<file path="src/rtl/bit_scatter_256.sv">
// Indexed bit-deposit register: single-bit writes into a WIDTH-bit result, plus a
// burst mode that streams bits from a start index with an auto-incrementing, wrapping pointer.
//
// state | meaning
// ------+---------------------------------------------------------------
// IDLE  | accepts single-bit writes and burst starts
// BURST | one bit deposited per bit_valid beat until cnt reaches zero
module bit_scatter_256 #(
   parameter int WIDTH = 256,
   parameter int IDX_W = 8
) (
   input  logic               clk,
   input  logic               rst,
   input  logic               clr,
   input  logic               wr_en,
   input  logic [IDX_W-1:0]   sel,
   input  logic               bit_in,
   input  logic               burst_start,
   input  logic [IDX_W:0]     burst_len,
   input  logic               bit_valid,
   output logic               busy,
   output logic               done,
   output logic               err,
   output logic [WIDTH-1:0]   data_out
);

   typedef enum logic {
      IDLE  = 1'b0,
      BURST = 1'b1
   } state_t;

   localparam logic [IDX_W:0]   CNT_ZERO = '0;
   localparam logic [IDX_W:0]   CNT_ONE  = {{IDX_W{1'b0}}, 1'b1};
   localparam logic [IDX_W-1:0] PTR_ONE  = {{(IDX_W-1){1'b0}}, 1'b1};

   state_t             state_q, state_d;
   logic [IDX_W-1:0]   ptr_q, ptr_d;
   logic [IDX_W:0]     cnt_q, cnt_d;
   logic               done_d;
   logic               err_d;
   logic               wr_fire;
   logic [IDX_W-1:0]   wr_idx;
   logic               wr_bit;

   // clr suppresses any deposit but leaves the sequencing (state, ptr, cnt) untouched,
   // so a beat that coincides with clr is simply not consumed.
   always_comb begin
      state_d = state_q;
      ptr_d   = ptr_q;
      cnt_d   = cnt_q;
      done_d  = 1'b0;
      err_d   = 1'b0;
      wr_fire = 1'b0;
      wr_idx  = sel;
      wr_bit  = bit_in;

      case (state_q)
         IDLE: begin
            if (burst_start) begin
               if (burst_len == CNT_ZERO) begin
                  err_d = 1'b1;
               end else begin
                  state_d = BURST;
                  ptr_d   = sel;
                  cnt_d   = burst_len;
               end
            end else if (wr_en && !clr) begin
               wr_fire = 1'b1;
            end
         end

         BURST: begin
            if (bit_valid && !clr) begin
               wr_fire = 1'b1;
               wr_idx  = ptr_q;
               ptr_d   = ptr_q + PTR_ONE;
               cnt_d   = cnt_q - CNT_ONE;
               if (cnt_q == CNT_ONE) begin
                  state_d = IDLE;
                  done_d  = 1'b1;
               end
            end
         end

         default: begin
            state_d = IDLE;
         end
      endcase
   end

   always_ff @(posedge clk or posedge rst) begin
      if (rst) begin
         state_q  <= IDLE;
         ptr_q    <= '0;
         cnt_q    <= '0;
         busy     <= 1'b0;
         done     <= 1'b0;
         err      <= 1'b0;
         data_out <= '0;
      end else begin
         state_q <= state_d;
         ptr_q   <= ptr_d;
         cnt_q   <= cnt_d;
         busy    <= (state_d == BURST);
         done    <= done_d;
         err     <= err_d;
         if (clr) begin
            data_out <= '0;
         end else if (wr_fire) begin
            data_out[wr_idx] <= wr_bit;
         end
      end
   end

endmodule
</file>
<file path="config.mk">
export PLATFORM = sky130hd
export DESIGN_NAME = bit_scatter_256
export DESIGN_NICKNAME = d
export VERILOG_FILES = /design/src/rtl/bit_scatter_256.sv
export SDC_FILE = /design/constraint.sdc
export NUM_CORES = 1
export LEC_CHECK = 0
export ABC_AREA = 1
export CORE_MARGIN = 2
export CORE_UTILIZATION = 48
export DETAILED_ROUTE_END_ITERATION = 12
export GPL_TIMING_DRIVEN = 0
export PLACE_DENSITY = 0.82
export RECOVER_POWER = 50
export SKIP_LAST_GASP = 1
export SLEW_MARGIN = 30
export SYNTH_ARGS = -nofsm -noshare
export SYNTH_HDL_FRONTEND = slang
export SYNTH_SLANG_ARGS = --single-unit
</file>
<file path="constraint.sdc">
create_clock -name clk -period 11.4 [get_ports clk]
set_clock_uncertainty 0.2 [all_clocks]
set_input_delay 3.42 -clock clk [delete_from_list [all_inputs] [get_ports clk]]
set_output_delay 3.42 -clock clk [all_outputs]
set_load 0.02 [all_outputs]
</file>
==> Implementation_results.wiki, run 1 <==
{| class="wikitable"
! Metric !! Value
|-
| Maximum net fanout on the critical path || 82
|-
| Die area || 33800 um^2
|-
| Synthesized netlist cell count || 2264
|-
| Share of synthesized registers carrying an async set or reset || 100%
|-
| Via count || roughly 17000
|-
| Clock sinks || 276
|-
| Data required time at the worst endpoint || 11.92 ns
|-
| I/O Buffers || 282
|-
| Overall power || 0.00280 W
|-
| Crit Path Category || input port to asynchronous set/reset pin
|-
| Total routing usage reported by global routing || 35.5%
|-
| Cell Chain, Critical Path || dlygate4sd3_1, clkinvlp_2, buf_16, buf_16, buf_16
|-
| Detailed-route DRC error count || 0
|-
| Post-synthesis area per instance || around 6.9 um^2
|-
| Cell with the most instances on the worst path || sky130_fd_sc_hd__buf_16
|-
| Total setup buffers inserted after CTS || 0
|-
| Peak clock frequency supported by timing || 0.161 GHz
|-
| Fraction of power consumed by the clock network || 37.2%
|-
| Sequential power share || 37.2%
|-
| Slew at the pin closest to its max-slew limit || around 2.7 ns
|-
| Outcome || complete, but fails checks
|-
| Finished layout cell area || 20000 um^2
|-
| RSZ-0062 raised after global routing || no
|-
| Clock network latency to the later pin of the worst-skew pair || 0.57 ns
|-
| Max Buffers Root-to-Sink || 3
|-
| Area of the core region || about 32000 um^2
|-
| CTS clock-pin slew for the worst setup and hold paths || roughly 0.06 ns
|-
| Total wire length || ~60000 um
|-
| First-pass GRT wire length || roughly 91000 um
|-
| TritonCTS clock tree || done
|-
| Total Nets Final || 2608
|-
| Die Ht || 184 um
|-
| Leading area contributor after synthesis || sky130_fd_sc_hd__dfrtp_1
|-
| Leakage power figure || 11.0 nW
|-
| First-pass iteration count of the detailed router || 6
|-
| #FFs+latches synth || 276
|-
| Rows || 65
|-
| HPWL after detailed placement || ~40000 um
|-
| Minimum clock period after layout || 6.22 ns
|-
| Areal power density over the cells || 140 nW/um^2
|-
| Standard cell area after detailed placement || around 19000 um^2
|-
| Final std cells w/o fill || 3006
|-
| Total of fill cells in the finished design || 2791
|-
| Synth top cells by count || sky130_fd_sc_hd__nand2_1 (1346), sky130_fd_sc_hd__nand3_1 (288), sky130_fd_sc_hd__dfrtp_1 (276)
|-
| Sw Share || 34.9%
|-
| IR drop worst, VDD || 121 uV
|-
| Final critical-path share of the clock period || 54.6%
|-
| Max transition margin || -83.3%
|-
| Synthesized Nets || around 2300
|-
| Proportion of netlist area held by the largest area contributor || 44.5%
|-
| Number of global-route vias before repair || 15700
|-
| Net Switching || approximately 0.001 W
|-
| GR Overflow Total || 0
|-
| Fraction of the yosys area taken by sequential cells || around 44%
|-
| Hold violation count in the final report || 0
|-
| Number of cells in the design after placement || 2951
|-
| Slowest library cell on the worst path || sky130_fd_sc_hd__clkinvlp_2
|-
| Part of the total power dissipated in combinational logic || 25.6%
|-
| Register-to-register setup slack || about 8.7 ns
|-
| Via-to-Cell Ratio || 5.62
|-
| Detail Route Antenna Nets || 0
|-
| Final number of max-transition violations || 63
|-
| Cell at the root of the clock tree || sky130_fd_sc_hd__clkbuf_16
|-
| Pint || 0.00182 W
|-
| Routed length per instance || between 15 and 20 um
|-
| Most numerous cell in the Yosys netlist || sky130_fd_sc_hd__nand2_1
|-
| Core utilization of the finished layout || 63.0%
|-
| Initial Utilization || 48.9%
|-
| Number of antenna violations at the first check in global routing || 0
|-
| Count of antenna diodes in the layout || 0
|-
| Pin count of the biggest net entering global routing || 83
|-
| Depth of the CTS H-tree || 1
|-
| Floorplan die width || approximately 180 um
|-
| CP Data Arrival Time || 6.74 ns
|-
| Synth warn || 0
|-
| Count of flip-flops with a built-in enable after synthesis || 0
|-
| Failing checks || capacitance limit, slew limit
|-
| Growth of design area from synthesis to finish || 28.7%
|-
| Number of failing setup endpoints in the final timing report || 0
|-
| Sum of negative setup slack || 0 ns
|-
| Count of maximum capacitance violations || 1
|-
| IO Count || 283
|-
| Min-Delay Path Class || flip-flop to flip-flop
|-
| Main synth FF type || sky130_fd_sc_hd__dfrtp_1
|-
| Detailed Route Iter0 Violations || 2081
|-
| Number of different library cells in the post-synthesis netlist || 30
|-
| Worst setup EP type || asynchronous set/reset pin
|-
| Critical Path Start Type || input port
|-
| CTS buffer count || 30
|-
| Share of layout cells above drive strength 1 || under 10%
|-
| Number of hold buffers added after CTS || 0
|-
| Area contributors post-synth || sky130_fd_sc_hd__dfrtp_1 (44%), sky130_fd_sc_hd__nand2_1 (33%), sky130_fd_sc_hd__nand3_1 (9.3%)
|-
| Post-CTS resize count || 0
|-
| CP peak stage delay || approximately 1.5 ns
|-
| RePlAce Congestion || 0.944
|-
| Cell area after synthesis || 15500 um^2
|}
==> final cells by class <==
class	instances	area [um^2]	share of cell area, %
buffer	191	1030	5.15
clock buffer	42	866	4.34
clock inverter	13	181	0.908
inverter	40	151	0.758
multi-input combinational	1757	7430	37.2
sequential	276	6910	34.6
tap	402	503	2.52
timing repair buffer	285	2910	14.5
==> cell usage in the layout, fill, tap and decap left out, drive strengths merged <==
cell type      synthesis  final
and3                   1      1
buf                  150    152
and3b                  1      1
nor3b                  2      2
nand2               1364   1364
clkinvlp               0      3
a31oi                  2      2
clkdlybuf4s50          0    168
o21ai                 35     35
o31ai                  1      1
xor2                   2      2
clkbuf                41     84
nor4                   1      1
dlygate4sd3            0    114
nor2                  46     46
clkinv                 1      8
inv                   39     38
nand3                289    289
ha                     3      3
a21oi                  2      2
bufinv                 0      4
dfrtp                276    276
or2                    4      4
nor3                   2      2
nand4                  2      2
==> critical path: cells and delay by family <==
kind                   cells  cell delay [ns]
buffers and inverters      5             3.21
==> registers in the layout, indices dropped and copies added (netlist names) <==
name      flops
cnt_q         9
data_out    256
done          1
err           1
ptr_q         8
state_q       1
==> stage by stage <==
step | worst slack [ns] | hold WS [ns]
finish | 5.18 | 0.265
global route | 4.68 | 0.290
CTS | 5.76 | 0.272
detailed placement | 5.18 | 0.257
global placement | -3.31 | 0.255
floorplan | 0.171 | 0.309
==> path summary, 6_finish.rpt <==
kind,endpoint,cells past startpoint,startpoint
max,data_out[66],5,rst
min,data_out[62],2,data_out[62]
max reg2reg,data_out[149],9,state_q
min reg2reg,data_out[62],2,data_out[62]
max in group clk,data_out[55],14,bit_valid
min in group asynchronous,data_out[10],2,rst
==> routing by layer <==
layer  routed length (um)  GRT usage [%]  vias up
met3                 7560           7.79      283
met2                26100           54.2     1244
li1                     -              -     7627
met5                    0              0        -
met1                22000           46.4     7729
met4                 4290           21.1        0
==> power groups by stage <==
| stage | Sequential, W | Combinational (W) | Clock [W] |
|---|---|---|---|
| 6_report | 0.00104 | 0.000716 | 0.00104 |
| 3_5_place_dp | 0.00106 | 0.000693 | 0 |
| 4_1_cts | 0.00104 | 0.000697 | 0.00104 |
| 5_1_grt | 0.00104 | 0.000771 | 0.00108 |
| 2_1_floorplan | 0.00106 | 0.000466 | 0 |
| 3_3_place_gp | 0.00106 | 0.000672 | 0 |
==> cells by family after synthesis <==
logic type	Yosys count	share of synthesized area [%]
XOR/XNOR	2	0.113
AO/OA/AOI/OAI	40	1.40
buffers and inverters	231	7.62
AND/OR/NAND/NOR	1712	46.1
adder cells (fa/ha/maj)	3	0.242
flip-flops	276	44.5
(Power assumes the default switching activity.)
==> run 2, diff against run 1 <==
Settings changed: CORE_UTILIZATION 48 to 54, PLACE_DENSITY 0.82 to 0.87.
Clock period 11.4 ns to 6.5 ns, I/O delays scaled along.
==> Implementation_results.wiki, run 2 (synthesis results as in run 1) <==
{| class="wikitable"
! Metric !! Value
|-
| HPWL after detailed placement || 40200 um
|-
| Worst setup EP type || asynchronous set/reset pin
|-
| Total of fill cells in the finished design || 2243
|-
| First-pass iteration count of the detailed router || 6
|-
| Count of antenna diodes in the layout || 0
|-
| Pin count of the biggest net entering global routing || 34
|-
| Leading cell type in the layout, fill and taps excluded || sky130_fd_sc_hd__nand2_1
|-
| I/O Buffers || between 200 and 300
|-
| Standard cell area after detailed placement || roughly 19000 um^2
|-
| Clock sinks || 276
|-
| Rows || between 60 and 70
|-
| Pre-CTS WS || 1.72 ns
|-
| Number of antenna violations at the first check in global routing || 0
|-
| Detail Route Antenna Nets || 0
|-
| CTS buffer count || 30
|-
| Sequential power share || 37.4%
|-
| Initial Utilization || 54.5%
|-
| Depth of the CTS H-tree || 1
|-
| Via-to-Cell Ratio || 5.71
|-
| Area of the core region || 28500 um^2
|-
| Maximum net fanout on the critical path || 28
|-
| Detailed Route Iter0 Violations || 2391
|-
| Peak clock frequency supported by timing || 0.221 GHz
|-
| TritonCTS clock tree || done
|-
| Number of flip-flops in the largest register || ~260
|-
| Failing checks || capacitance limit, slew limit
|-
| Cell at the root of the clock tree || sky130_fd_sc_hd__clkbuf_16
|-
| Total Nets Final || about 2600
|-
| Register with the most flip-flops || data_out
|-
| Clock network latency to the later pin of the worst-skew pair || 0.58 ns
|-
| RePlAce Congestion || between 0.9 and 1
|-
| Pint || 0.00317 W
|-
| Minimum clock period after layout || approximately 4.5 ns
|-
| Detailed-route DRC error count || 0
|-
| Hold path cells || 2
|-
| Top library cells by usage in the layout, fill and taps aside || sky130_fd_sc_hd__nand2_1 (1346), sky130_fd_sc_hd__nand3_1 (288), sky130_fd_sc_hd__dfrtp_1 (276), sky130_fd_sc_hd__clkdlybuf4s50_1 (168), sky130_fd_sc_hd__dlygate4sd3_1 (114)
|-
| Critical Path Start Type || input port
|-
| Slowest library cell on the worst path || sky130_fd_sc_hd__clkbuf_1
|-
| Routed length per instance || 20.1 um
|-
| Hold violation count in the final report || 0
|-
| CP Data Arrival Time || a little over 5 ns
|-
| Number of hold buffers added after CTS || 0
|-
| Finished layout cell area || roughly 20000 um^2
|-
| Cell with the most instances on the worst path || sky130_fd_sc_hd__buf_12
|-
| Growth of design area from synthesis to finish || 28.9%
|-
| Floorplan die width || 174 um
|-
| Sw Share || 35.2%
|-
| Slew at the pin closest to its max-slew limit || roughly 1.6 ns
|-
| Die area || 30100 um^2
|-
| Max transition margin || -8.45%
|-
| Areal power density over the cells || approximately 240 nW/um^2
|-
| Number of failing setup endpoints in the final timing report || 0
|-
| GR Overflow Total || 0
|-
| Data required time at the worst endpoint || 7.07 ns
|-
| Cell Chain, Critical Path || dlygate4sd3_1, clkinvlp_2, clkbuf_1, buf_12, buf_12, buf_12
|-
| Share of layout cells above drive strength 1 || 10.0%
|-
| CTS clock-pin slew for the worst setup and hold paths || 0.06 ns
|-
| Final critical-path share of the clock period || 69.7%
|-
| Final number of max-transition violations || 84
|-
| Die Ht || 174 um
|-
| Top flop regs || data_out (256), cnt_q (9), ptr_q (8)
|-
| Total setup buffers inserted after CTS || 0
|-
| Post-CTS resize count || 0
|-
| IO Count || between 200 and 300
|-
| Total wire length || 60100 um
|-
| Max Buffers Root-to-Sink || 3
|-
| Crit Path Category || input port to asynchronous set/reset pin
|-
| Core utilization of the finished layout || 70.3%
|-
| Net Switching || 0.00172 W
|-
| First-pass GRT wire length || 91000 um
|-
| Cells on worst reg2reg path || 9
|-
| Fraction of power consumed by the clock network || 36.8%
|-
| Via count || 17100
|-
| RSZ-0062 raised after global routing || no
|-
| IR drop worst, VDD || 223 uV
|-
| Leakage power figure || 11.0 nW
|-
| CP peak stage delay || 1.23 ns
|-
| Total routing usage reported by global routing || approximately 40%
|-
| Part of the total power dissipated in combinational logic || 25.8%
|-
| Number of global-route vias before repair || 16200
|-
| Count of maximum capacitance violations || 3
|-
| Final critical-path setup slack || just under 2 ns
|-
| Outcome || complete, but fails checks
|-
| Min-Delay Path Class || flip-flop to flip-flop
|}
[run 2: worst max-delay path: cells and delay by family]
kind / cells / cell delay [ns]
buf+inv: 6 / 3.11
[run 2: cell type report]
class	instances	area (um^2)	share of cell area, %
Tap cell	384	480	2.40
Buffer	191	1030	5.16
Clock buffer	42	876	4.38
Multi-Input combinational cell	1757	7430	37.1
Sequential cell	276	6910	34.5
Clock inverter	12	153	0.763
Timing Repair Buffer	292	2980	14.9
Inverter	40	151	0.757
[run 2: per-layer routing]
| metal | vias up | global-route usage (%) | wire (um) |
|---|---|---|---|
| li1 | 7641 | - | - |
| met1 | 7773 | 49.7 | 21300 |
| met2 | 1307 | 59.1 | 25800 |
| met3 | 366 | 9.93 | 8030 |
| met4 | 0 | 26.4 | 4880 |
| met5 | - | 0 | 0 |
[run 2: worst paths after layout]
path                            slack (ns)          start       endpoint
worst max register to register        3.80        state_q  data_out[132]
worst max-delay path                  1.97            rst  data_out[120]
worst min register to register        0.27  data_out[138]  data_out[138]
min in group asynchronous             1.80            rst    data_out[1]
max in group clk                      2.26            clr  data_out[132]
worst min-delay path                  0.27  data_out[138]  data_out[138]
[run 2: power by group through the flow]
stage          sequential, W  combinational, W  clock [W]
4_1_cts              0.00182           0.00123    0.00178
2_1_floorplan        0.00185          0.000817          0
6_report             0.00183           0.00126    0.00180
5_1_grt              0.00183           0.00135    0.00185
3_5_place_dp         0.00185           0.00121          0
3_3_place_gp         0.00185           0.00117          0
[run 2: stage by stage]
stage          power (W)  std cells  hold slack (ns)  setup TNS (ns)
6_report         0.00488       2994            0.268               0
5_1_grt          0.00503       2994            0.283               0
4_1_cts          0.00483       2994            0.273               0
3_5_place_dp     0.00307       2940            0.257               0
3_3_place_gp     0.00302       2930            0.256         -347.44
2_1_floorplan    0.00267       2264            0.309               0
==> run 3, diff against run 2 <==
Settings changed: CORE_UTILIZATION 54 to 48, PLACE_DENSITY 0.87 to 0.82.
Clock period 6.5 ns to 3.7 ns, I/O delays scaled along.
==> Implementation_results.wiki, run 3 (synthesis results as in run 1) <==
{| class="wikitable"
! Metric !! Value
|-
| Leakage power figure || 11.1 nW
|-
| Minimum clock period after layout || 3.42 ns
|-
| Rows || between 60 and 70
|-
| CP Data Arrival Time || 3.70 ns
|-
| Critical Path Start Type || input port
|-
| Number of cells in the design after placement || 2959
|-
| Total Nets Final || 2616
|-
| Die Ht || 184 um
|-
| Clock network latency to the later pin of the worst-skew pair || around 0.57 ns
|-
| RePlAce Congestion || 0.966
|-
| Part of the total power dissipated in combinational logic || 25.4%
|-
| Sw Share || approximately a third
|-
| Number of global-route vias before repair || 15900
|-
| Outcome || completed
|-
| Number of hold buffers added after CTS || 0
|-
| Total routing usage reported by global routing || 35.4%
|-
| Detail Route met2 WL || 26300 um
|-
| Count of antenna diodes in the layout || 0
|-
| Number of failing setup endpoints in the final timing report || 0
|-
| Data required time at the worst endpoint || 3.98 ns
|-
| I/O Buffers || 282
|-
| Via-to-Cell Ratio || 5.62
|-
| Die area || 33800 um^2
|-
| Max transition margin || around 15%
|-
| CTS clock-pin slew for the worst setup and hold paths || approximately 0.070 ns
|-
| Growth of design area from synthesis to finish || 29.7%
|-
| Top flop regs || data_out (256), cnt_q (9), ptr_q (8)
|-
| Hold violation count in the final report || 0
|-
| Number of flip-flops in the largest register || between 200 and 300
|-
| Pin count of the biggest net entering global routing || 31
|-
| Final number of max-transition violations || 0
|-
| Register with the most flip-flops || data_out
|-
| RSZ-0062 raised after global routing || no
|-
| Worst hold margin || approximately 0.27 ns
|-
| Routed length per instance || 20.0 um
|-
| Top Metal Used || met4
|-
| Count of maximum capacitance violations || 0
|-
| Slew at the pin closest to its max-slew limit || 1.26 ns
|-
| Initial Utilization || around half
|-
| Final std cells w/o fill || ~3000
|-
| Via count || approximately 17000
|-
| Number of antenna violations at the first check in global routing || 0
|-
| HPWL after detailed placement || 40700 um
|-
| Detailed Route Iter0 Violations || roughly 2000
|-
| IR drop worst, VDD || between 300 and 400 uV
|-
| Core utilization of the finished layout || between 60% and 70%
|-
| Share of layout cells above drive strength 1 || about a tenth
|-
| Max Buffers Root-to-Sink || 3
|-
| Area of the core region || 31700 um^2
|-
| Total setup buffers inserted after CTS || 0
|-
| Worst setup EP type || flip-flop
|-
| Clock sinks || 276
|-
| Leading cell type in the layout, fill and taps excluded || sky130_fd_sc_hd__nand2_1
|-
| IO Count || 283
|-
| First-pass iteration count of the detailed router || 8
|-
| Min-Delay Path Class || flip-flop to flip-flop
|-
| Crit Path Category || input port to flip-flop
|-
| First-pass GRT wire length || 91200 um
|-
| Depth of the CTS H-tree || 1
|-
| TritonCTS clock tree || done
|-
| Areal power density over the cells || ~430 nW/um^2
|-
| Net Switching || 0.00305 W
|-
| CTS buffer count || 30
|-
| Floorplan die width || about 180 um
|-
| Post-CTS resize count || 0
|-
| GR Overflow Total || 0
|-
| Pint || 0.00570 W
|-
| Detail Route Antenna Nets || 0
|-
| Final critical-path share of the clock period || 92.5%
|-
| Cell at the root of the clock tree || sky130_fd_sc_hd__clkbuf_16
|-
| Maximum net fanout on the critical path || 10
|-
| Sequential power share || approximately 37%
|-
| Fraction of power consumed by the clock network || 38.0%
|-
| Total wire length || 60300 um
|-
| Detail Route met3 WL || 7470 um
|-
| Wire length on met1 || 21900 um
|-
| Peak clock frequency supported by timing || 0.292 GHz
|-
| Detailed-route DRC error count || 0
|-
| Top library cells by usage in the layout, fill and taps aside || sky130_fd_sc_hd__nand2_1 (1346), sky130_fd_sc_hd__nand3_1 (288), sky130_fd_sc_hd__dfrtp_1 (276), sky130_fd_sc_hd__clkdlybuf4s50_1 (164), sky130_fd_sc_hd__dlygate4sd3_1 (118)
|}
-- run 3: cell types whose count changed in the layout (fill, tap and decap cells not counted) --
cell,previous run,this run
sky130_fd_sc_hd__clkdlybuf4s50_1,168,164
sky130_fd_sc_hd__clkinv_4,0,1
sky130_fd_sc_hd__clkbuf_2,0,4
sky130_fd_sc_hd__clkinv_2,6,7
sky130_fd_sc_hd__buf_16,1,5
sky130_fd_sc_hd__clkbuf_1,48,43
sky130_fd_sc_hd__bufinv_16,3,5
sky130_fd_sc_hd__buf_12,6,2
sky130_fd_sc_hd__dlygate4sd3_1,114,118
sky130_fd_sc_hd__clkinvlp_4,1,2
sky130_fd_sc_hd__inv_6,1,0
-- run 3: critical path, stage by stage --
cell	delay, ns
sky130_fd_sc_hd__clkdlybuf4s50_1	0.47
sky130_fd_sc_hd__inv_2	0.23
sky130_fd_sc_hd__nand3_4	0.13
sky130_fd_sc_hd__buf_4	0.21
sky130_fd_sc_hd__nand3_1	0.28
sky130_fd_sc_hd__clkbuf_1	0.59
sky130_fd_sc_hd__clkbuf_1	0.42
sky130_fd_sc_hd__nand2_1	0.12
sky130_fd_sc_hd__nand2_1	0.08
sky130_fd_sc_hd__nand2_1	0.05
-- run 3: metal layers --
metal	global-route usage [%]	up-vias
met1	45.1	7794
met3	8.18	319
li1	-	7646
met4	22.7	0
met5	0	-
met2	54.4	1192
-- run 3: metrics by stage --
stage	setup slack, ns	power (W)	instance area (um^2)	TNS [ns]
3_5_place_dp	-0.223	0.00541	19100	-26.69
5_1_grt	0.178	0.00906	20100	0
2_1_floorplan	-1.26	0.00469	15500	-348.14
4_1_cts	0.360	0.00870	20200	0
3_3_place_gp	-3.29	0.00533	18900	-922.54
6_report	0.277	0.00876	20100	0
-- run 3: cell type report --
cell class,instances,area [um^2]
Inverter,40,151
Tap cell,402,503
Clock inverter,16,225
Timing Repair Buffer,293,3020
Clock buffer,40,868
Buffer,191,1030
Sequential cell,276,6910
Multi-Input combinational cell,1757,7430
Fill cell,2700,11600
-- run 3: path summary, 6_finish.rpt --
kind | startpoint | cells past startpoint | slack [ns] | endpoint
hold reg to reg | data_out[162] | 2 | 0.27 | data_out[162]
max in group asynchronous | rst | 6 | 0.51 | data_out[134]
hold / removal | data_out[162] | 2 | 0.27 | data_out[162]
setup reg to reg | state_q | 9 | 0.93 | data_out[151]
min in group asynchronous | rst | 2 | 1.06 | data_out[245]
setup / recovery | clr | 10 | 0.28 | data_out[151]
-- run 3: power by group through the flow --
stage / Sequential, W / Combinational (W) / Clock (W)
global placement: 0.00325 / 0.00207 / 0
global route: 0.00322 / 0.00239 / 0.00346
floorplan: 0.00326 / 0.00144 / 0
detailed placement: 0.00326 / 0.00215 / 0
finish: 0.00321 / 0.00222 / 0.00333
CTS: 0.00320 / 0.00217 / 0.00333
==> variant: new RTL, flow settings as in run 3 <==
Put one more register stage on the output `done`. The value now appears one clock later. The other outputs are not delayed to match.
--- a/src/rtl/bit_scatter_256.sv
+++ b/src/rtl/bit_scatter_256.sv
@@ -32,6 +32,8 @@
    localparam logic [IDX_W:0]   CNT_ZERO = '0;
    localparam logic [IDX_W:0]   CNT_ONE  = {{IDX_W{1'b0}}, 1'b1};
    localparam logic [IDX_W-1:0] PTR_ONE  = {{(IDX_W-1){1'b0}}, 1'b1};
+
+   logic done_s0;
 
    state_t             state_q, state_d;
    logic [IDX_W-1:0]   ptr_q, ptr_d;
@@ -94,7 +96,7 @@
          ptr_q    <= '0;
          cnt_q    <= '0;
          busy     <= 1'b0;
-         done     <= 1'b0;
+         done_s0  <= 1'b0;
          err      <= 1'b0;
          data_out <= '0;
       end else begin
@@ -102,7 +104,7 @@
          ptr_q   <= ptr_d;
          cnt_q   <= cnt_d;
          busy    <= (state_d == BURST);
-         done    <= done_d;
+         done_s0 <= done_d;
          err     <= err_d;
          if (clr) begin
             data_out <= '0;
@@ -112,4 +114,12 @@
       end
    end
 
+   always_ff @(posedge clk or posedge rst) begin
+      if (rst) begin
+         done <= '0;
+      end else begin
+         done <= done_s0;
+      end
+   end
+
 endmodule
Behaviour: not the same (a bounded check fails within 4 cycles, from zero or initial values and one cycle with rst high).
==> variant against run 3 <==
- power is 2.5% lower
- via count is 0.62% lower
- die area is 2.3% lower
- wire length is 0.79% lower
- non-clock buffer count stayed put
- maximum frequency is 4.6% lower
- area after synthesis is 2.3% lower
- setup slack worse by 170 ps
- count of clock-buffer cells in the layout is 2 higher
- design area is 2.0% lower
- sequential cell count is 1 higher
- cell count is 0.20% higher
- combinational power is 15% lower
- highest routed layer unchanged
==> variant: results (changes against run 3) <==
.. list-table::
   :header-rows: 1

   * - Metric
     - Value
   * - Relative slew margins
     - 6.42% (-9.0 points)
   * - Detailed placement HPWL
     - 41300 um (+1.3%)
   * - Worst IR Drop VDD
     - 0.327 mV (-16%)
   * - Leakage power
     - 11.0 nW (-0.75%)
   * - Placed insts
     - 2964 (+0.17%)
   * - Worst setup timing slack at the placement stage
     - -337 ps (-113 ps)
   * - DR vias
     - 16800 (-0.62%)
   * - Mean cell area of the mapped netlist
     - 6.68 um2 (-2.6%)
   * - Weighted congestion reported at the end of routability-driven placement
     - 0.949 (-1.7%)
   * - Worst Reg2Reg Path Length in Cells
     - 8 (-1)
   * - Tightest hold margin
     - 163 ps (-106 ps)
   * - Share of synthesized area spent on multiplexers
     - 0% (unchanged)
   * - Seq/Total Area, Yosys
     - 45.7% (+1.2 points)
   * - Mapped Nets
     - 2297 (+0.26%)
   * - Highest signal layer in the routed design
     - met4
   * - Routed length per instance
     - 19.8 um (-0.99%)
   * - Overall global routing resource usage
     - 35.9% (+0.53 points)
   * - Adder-cell share of the synthesized area
     - 0.248% (+0.0058 points)
   * - Largest net degree at the start of global routing
     - 34 (+9.7%)
   * - Outcome
     - complete, no violations
   * - Top cells by area in the synthesized netlist
     - sky130_fd_sc_hd__dfrtp_1, sky130_fd_sc_hd__nand2_1, sky130_fd_sc_hd__nand3_1
   * - Fraction of registers with async set or reset after synthesis
     - 100% (unchanged)
   * - Met1 layer wirelength in the final routing
     - 22400 um (+2.2%)
   * - Worst-case register-to-register setup slack
     - 610 ps (-320 ps)
   * - Number of nets in the final layout
     - 2621 (+0.19%)
   * - Worst Setup EP
     - data_out[33]$_DFFE_PP0P_
   * - Routed length on met3
     - 7480 um (+0.19%)
   * - Most frequent cells after synthesis
     - sky130_fd_sc_hd__nand2_1, sky130_fd_sc_hd__nand3_1, sky130_fd_sc_hd__dfrtp_1, sky130_fd_sc_hd__buf_2, sky130_fd_sc_hd__clkbuf_1
   * - Data arrival, critical path
     - 3850 ps (+150 ps)
   * - Initial detailed-routing violation count
     - 2272 (+12%)
   * - Final setup slack of the worst path
     - 111 ps (-165 ps)
   * - Ratio of cells with drive above 1 in the final layout
     - 8.82% (-1.5 points)
   * - Number of fillers in the final layout
     - 2717 (+0.63%)
   * - Number of global-route vias before repair
     - 15800 (-0.47%)
   * - Met2 wire length
     - 25800 um (-2.2%)
   * - Wire length of the first global-routing pass
     - 91100 um (about the same)
   * - Synth cell types
     - 24 (-20%)
   * - Post-synthesis xor/xnor area fraction
     - 0.173% (+0.060 points)
   * - Final routed wirelength across all metal layers
     - 59800 um (-0.79%)
   * - Synth Area in Compound Gates
     - 1.09% (-0.31 points)
   * - Critical R2R Launch
     - state_q$_DFF_PP0_
[variant: cell count changes after synthesis, sizes merged, moves of 2 or more]
cell    before   now
o21ai       35    31
clkbuf      41    63
a31oi        2     0
nand3      289   286
nand4        2     4
buf        150   129
nand2     1364  1374
nor2        46    52
[variant: how the worst min path moves through the flow]
stage / start / end / depth (start not counted)
2_1_floorplan: done_s0$_DFF_PP0_ / done$_DFF_PP0_ / 0
3_3_place_gp: done_s0$_DFF_PP0_ / done$_DFF_PP0_ / 0
3_5_place_dp: done_s0$_DFF_PP0_ / done$_DFF_PP0_ / 0
4_1_cts: done_s0$_DFF_PP0_ / done$_DFF_PP0_ / 0
5_1_grt: done_s0$_DFF_PP0_ / done$_DFF_PP0_ / 0
6_report: done_s0$_DFF_PP0_ / done$_DFF_PP0_ / 0
[variant: final cells by class]
cell class	count	area (um2)	area share [%]
Sequential cell	277	6930	35.1
Timing Repair Buffer	292	2950	15.0
Antenna cell	1	2.50	0.0127
Tap cell	402	503	2.55
Multi-Input combinational cell	1763	7200	36.5
Clock buffer	42	897	4.54
Clock inverter	14	229	1.16
Buffer	192	880	4.45
Inverter	38	144	0.729
[variant: logic make-up (layout without fill, tap and decap cells)]
group | after synthesis | after routing
AOI/OAI and AO/OA | 33 | 33
DFF | 277 | 277
buffers and inverters | 230 | 578
and+or+nand+nor | 1724 | 1724
adders and majority gates | 3 | 3
xor gates and xnor gates | 3 | 3
other | 0 | 1
[variant: report_power, final]
group,leakage [nW],internal (mW),total [mW],switching (mW)
Combinational,6.62,0.486,1.89,1.41
Clock,0.552,2.10,3.42,1.32
Sequential,3.85,3.13,3.23,0.0999
[variant: metrics by stage]
stage          instance area (um2)  utilization, %
6_report                     19700            63.1
5_1_grt                      19700            63.1
4_1_cts                      19800            63.3
3_5_place_dp                 18700            59.7
3_3_place_gp                 18500            59.1
2_1_floorplan                15200               -
[variant: routing by layer]
layer  track usage [%]  vias to the layer above
li1                  -                     7648
met1              47.2                     7740
met2              54.5                     1167
met3              8.18                      291
met4              21.6                        0
met5                 0                        -
[variant: worst max-delay path, cell delays in order]
cell and delay (ps):
sky130_fd_sc_hd__clkdlybuf4s50_1 480, sky130_fd_sc_hd__inv_2 210, sky130_fd_sc_hd__nand3_4 170, sky130_fd_sc_hd__nand3_1 350
sky130_fd_sc_hd__clkbuf_1 650, sky130_fd_sc_hd__clkbuf_1 470, sky130_fd_sc_hd__nand2_1 240, sky130_fd_sc_hd__nand2_1 110
sky130_fd_sc_hd__nand2_1 50
